**src/rtl/mvm_operand_sequencer.sv**
```systemverilog
// Streaming operand assembler for the matrix-vector multiplier: collects one
// frame of matrix/vector words, holds them for one evaluate cycle, and returns
// the multiplier's scalar result over a valid/ready handshake.
module mvm_operand_sequencer #(
    parameter int DATA_W = 32,
    parameter int ROWS   = 3,
    parameter int COLS   = 4
) (
    input  logic              clk,
    input  logic              rst,
    input  logic              in_valid,
    output logic              in_ready,
    input  logic [DATA_W-1:0] in_data,
    input  logic              in_last,
    output logic [DATA_W-1:0] mat_o [ROWS][COLS],
    output logic [DATA_W-1:0] vec_o [COLS],
    input  logic [DATA_W-1:0] mvm_result,
    output logic              out_valid,
    input  logic              out_ready,
    output logic [DATA_W-1:0] out_data,
    output logic              frame_err
);

    localparam int MAT_N     = ROWS * COLS;
    localparam int FRAME_LEN = MAT_N + COLS;
    localparam int IDX_W     = $clog2(FRAME_LEN);
    localparam logic [IDX_W-1:0] LAST_IDX = IDX_W'(FRAME_LEN - 1);

    localparam logic [1:0] ST_LOAD = 2'd0;
    localparam logic [1:0] ST_EVAL = 2'd1;
    localparam logic [1:0] ST_OUT  = 2'd2;

    logic [1:0]       state_r;
    logic [IDX_W-1:0] idx_r;
    logic             accept_s;
    logic             at_last_s;
    logic             framing_err_s;

    // Ready only while loading; forced low during reset.
    assign in_ready = (state_r == ST_LOAD) && !rst;

    // Accept decode and framing check: the last flag must coincide with the final index.
    always_comb begin
        accept_s      = in_valid && in_ready;
        at_last_s     = (idx_r == LAST_IDX);
        framing_err_s = accept_s && (in_last != at_last_s);
    end

    // Frame FSM, word index, result capture and error pulse.
    always_ff @(posedge clk) begin
        if (rst) begin
            state_r   <= ST_LOAD;
            idx_r     <= {IDX_W{1'b0}};
            out_data  <= {DATA_W{1'b0}};
            out_valid <= 1'b0;
            frame_err <= 1'b0;
        end else begin
            frame_err <= framing_err_s;
            case (state_r)
                ST_LOAD: begin
                    if (accept_s) begin
                        if (framing_err_s) begin
                            idx_r <= {IDX_W{1'b0}};
                        end else if (at_last_s) begin
                            idx_r   <= {IDX_W{1'b0}};
                            state_r <= ST_EVAL;
                        end else begin
                            idx_r <= idx_r + IDX_W'(1);
                        end
                    end
                end
                ST_EVAL: begin
                    out_data  <= mvm_result;
                    out_valid <= 1'b1;
                    state_r   <= ST_OUT;
                end
                ST_OUT: begin
                    if (out_ready) begin
                        out_valid <= 1'b0;
                        state_r   <= ST_LOAD;
                    end
                end
                default: begin
                    state_r   <= ST_LOAD;
                    idx_r     <= {IDX_W{1'b0}};
                    out_valid <= 1'b0;
                end
            endcase
        end
    end

    // Operand registers: each accepted word lands at its row-major slot, then the vector.
    always_ff @(posedge clk) begin
        if (rst) begin
            for (int r = 0; r < ROWS; r++) begin
                for (int c = 0; c < COLS; c++) begin
                    mat_o[r][c] <= {DATA_W{1'b0}};
                end
            end
            for (int c = 0; c < COLS; c++) begin
                vec_o[c] <= {DATA_W{1'b0}};
            end
        end else if (accept_s) begin
            for (int r = 0; r < ROWS; r++) begin
                for (int c = 0; c < COLS; c++) begin
                    if (idx_r == IDX_W'(r * COLS + c)) begin
                        mat_o[r][c] <= in_data;
                    end
                end
            end
            for (int c = 0; c < COLS; c++) begin
                if (idx_r == IDX_W'(MAT_N + c)) begin
                    vec_o[c] <= in_data;
                end
            end
        end
    end

endmodule

```
**config.mk**
```make
export PLATFORM = sky130hd
export DESIGN_NAME = mvm_operand_sequencer
export DESIGN_NICKNAME = d
export VERILOG_FILES = /design/src/rtl/mvm_operand_sequencer.sv
export SDC_FILE = /design/constraint.sdc
export NUM_CORES = 1
export LEC_CHECK = 0
export CAP_MARGIN = 0
export CORE_AREA = 2 2 238 240
export CTS_CLUSTER_DIAMETER = 30
export DETAILED_ROUTE_END_ITERATION = 6
export DIE_AREA = 0 0 240 242
export PLACE_DENSITY_LB_ADDON = 0.25
export SYNTH_ARGS = -nofsm -noshare
export SYNTH_HDL_FRONTEND = slang
export SYNTH_SLANG_ARGS = --single-unit
```
**constraint.sdc**
```tcl
create_clock -name clk -period 4.2 [get_ports clk]
set_clock_uncertainty 0.1 [all_clocks]
set_input_delay 0.42 -clock clk [delete_from_list [all_inputs] [get_ports clk]]
set_output_delay 0.42 -clock clk [all_outputs]
set_load 0.01 [all_outputs]
```
==> summary.txt <==
Synthesis
  – Post-Syn Area per Cell: a little under 8 µm²
  – Ys Warns: 0
  – Post-Synth XOR/XNOR Area: 0.0448%
  – Sequential area share after synthesis: 56.6%
  – Syn Std Cell Area: about 20000 µm²
  – Syn nets: around 2600
  – Mux cell area share after synthesis: under 10%
  – Synth area leader: dfxtp_1
  – Compound-gate portion of the synthesized area: 13.4%
  – Synth Area in Simple Gates: 22.5%
  – Yosys cell types: 30
  – Post-Syn Instances: 2478
  – Yosys reg bits: between 500 and 600
  – Main combinational cell family by area after synthesis: simple AND/OR/NAND/NOR gates
  – Post-synth top area share: 56.6%
  – Post-synthesis adder-cell area fraction: 0.512%
  – Synth area leaders: dfxtp_1 (57%), nand2_1 (20%), a21oi_1 (13%)

Clock tree
  – CTS clk-pin slew, worst paths: 0.04 ns
  – Clk root buf: clkbuf_16
  – Hold buffer count at CTS: 0
  – Num Clock Sinks: 552
  – Post-CTS Setup Repair Bufs: 0
  – CTS tree: built
  – Clock buffer depth: 3
  – Htree depth: 3
  – Worst skew pair latency: between 0.6 and 0.7 ns
  – PostCTS Resize Cnt: 0
  – CTS Buf Count: 116

Finish
  – Finished Core Util: a little over half
  – Antenna cells: 0
  – FILL cells: 5030
  – Area of the multi-input gates: 7610 µm²
  – Synthesis-to-finish area growth: 54.9%
  – Layout cells sized above 1: 9.26%
  – Post-route insts no fill: between 3000 and 4000
  – Final Cell Area: roughly 30000 µm²
  – Fin nets: 3095
  – Register area: 11100 µm²

Setup path
  – Critical-path cell list: inv_1 > ha_1 > nor2b_1 > clkdlybuf4s50_1
  – CP Max Fanout: 10
  – Critical path class: reg -> out
  – Worst Path Arrival: 2.52 ns
  – Setup crit end kind: output port
  – Worst path slowest cell: clkdlybuf4s50_1
  – CP startpoint kind: flip-flop
  – R2R cell count: 6
  – CP max stage delay: ~0.62 ns
  – Setup crit start: state_r[0]
  – Worst EP required: 3.68 ns
  – Worst r2r src: state_r[0]

Global route
  – Tot GR Track Use: 27.3%
  – Initial antenna violation count: 2
  – First-pass GRT wire length: 119000 µm
  – Largest net degree at the start of global routing: between 200 and 250
  – Vias in the first global route: 18300
  – GRT overflow: 0

STA
  – Count of final max-slew check failures: 0
  – Fin crit share: 72.3%
  – Final Setup Violations: 0
  – Highest Clock Rate: about 330 MHz
  – Worst-margin pin slew: between 1 and 1.5 ns
  – Setup TNS: 0 ns
  – Relative slew slack: between 10% and 20%
  – Final Hold Viols: 0
  – Final Worst Setup Slack: roughly 1.2 ns
  – Unrepaired setup endpoints after global routing: no
  – Minimum clock period: approximately 3 ns

Min path
  – Hold Path Class: in -> reg
  – WHS Path Cells: 2
  – Hold_sp: rst

Route
  – DR pass1 iterations: 6
  – Vias: approximately 19000
  – Drt initial violations: 1370
  – Drt wl/cell: 21.2 µm
  – Final WL: 82100 µm
  – Post-DRT Antenna Nets: 0
  – Post-route DRC: 0
  – Via density: 4.96

Run
  – Max capacitance violation total: 0

Power and ir drop
  – Worst IR drop on VDD: 361 µV
  – PD cells: 502 nW/µm²
  – Pleak: approximately 10 nW

Place
  – Placed Instances: 3656
  – Dpl ws: 0.890 ns
  – PortBufs: 615
  – Placement Cell Area: 26100 µm²
  – Gp weighted congestion: 0.868
  – DP Wirelength: 53700 µm

Floorplanning
  – Total Die Area: 58100 µm²
  – Row Count: 87
  – Starting Density: approximately a third
  – Io pins: ~620
  – Die extent in y: 242 µm
  – Die width: about 240 µm
  – Core area: 55700 µm²

Status
  – Status: complete, no violations
==> stage by stage <==
stage	power, mW	hold slack [ns]
3_3_place_gp	5.84	0.341
6_report	15.2	0.150
2_1_floorplan	5.59	0.368
5_1_grt	15.6	0.198
3_5_place_dp	5.84	0.346
4_1_cts	15.3	0.174
==> Yosys cell counts <==
master,n
and3b_1,1
nor2_1,46
nor2_2,3
inv_1,6
nand2b_1,8
dfxtp_1,552
nor2b_1,4
a22o_1,1
nor3_2,4
mux2i_1,35
and4b_1,1
or2_2,4
a32o_1,1
o2111ai_1,1
buf_2,76
nor3_1,2
a21oi_1,516
nand4b_4,4
clkbuf_1,156
nand3b_1,1
o21ai_0,1
buf_1,1
nand3_1,13
and3_1,1
xnor2_1,1
nand2_1,1027
buf_4,2
nand4_1,1
a31o_2,1
ha_1,8
==> final cells by class <==
class	instances	share of cell area [%]
multi-input combinational	1685	25.1
inverter	6	0.0744
tap	756	3.13
clock buffer	148	10.8
clock inverter	72	2.90
sequential	552	36.5
timing repair buffer	657	21.4
==> per-layer routing <==
| layer | wire length [µm] | GRT usage [%] |
|---|---|---|
| met5 | 0 | 0 |
| met2 | 38700 | 44.8 |
| met3 | 7870 | 8.48 |
| met1 | 33300 | 33.6 |
| met4 | 2270 | 9.86 |
==> registers in the layout, indices dropped and copies added, names as in the netlist <==
name	cells
out_data	32
vec_o	128
out_valid	1
mat_o	384
state_r	2
idx_r	4
frame_err	1
==> final timing paths <==
check,endpoint,slack [ns]
setup reg to reg,mat_o[326],1.20
hold reg to reg,mat_o[296],0.35
hold / removal,out_data[27],0.15
setup / recovery,in_ready,1.16
==> layout by cell type, fill, tap and decap left out, drive strengths merged, types with 4 or more instances in the layout <==
cell type,count
a21oi,516
buf,43
bufinv,15
clkbuf,148
clkdlybuf4s50,614
clkinv,35
clkinvlp,13
dfxtp,552
ha,8
inv,15
mux2i,35
nand2,1027
nand2b,8
nand3,13
nand4b,4
nor2,49
nor2b,4
nor3,6
or2,4
==> critical path, delay by kind of cell (launching register included) <==
family / cells / cell delay, ns
adder cells (fa/ha/maj): 1 / 0.56
buffers and inverters: 2 / 0.73
flip-flops: 1 / 0.32
AND/OR/NAND/NOR: 1 / 0.27
==> where the power goes <==
| part | internal (mW) | switching, mW | leakage (nW) |
|---|---|---|---|
| Combinational | 0.136 | 0.322 | 3.67 |
| Clock | 6.41 | 3.05 | 2.01 |
| Sequential | 5.27 | 0.0132 | 4.45 |
==> kinds of logic (layout without fill, tap and decap cells) <==
| family | Yosys count | count (layout) |
|---|---|---|
| flip-flops | 552 | 552 |
| adder cells (fa/ha/maj) | 8 | 8 |
| multiplexers | 35 | 35 |
| AO/OA/AOI/OAI | 521 | 521 |
| XOR/XNOR | 1 | 1 |
| AND/OR/NAND/NOR | 1120 | 1120 |
| buffers and inverters | 241 | 883 |
Note: power is estimated with default switching activity, not from simulation.
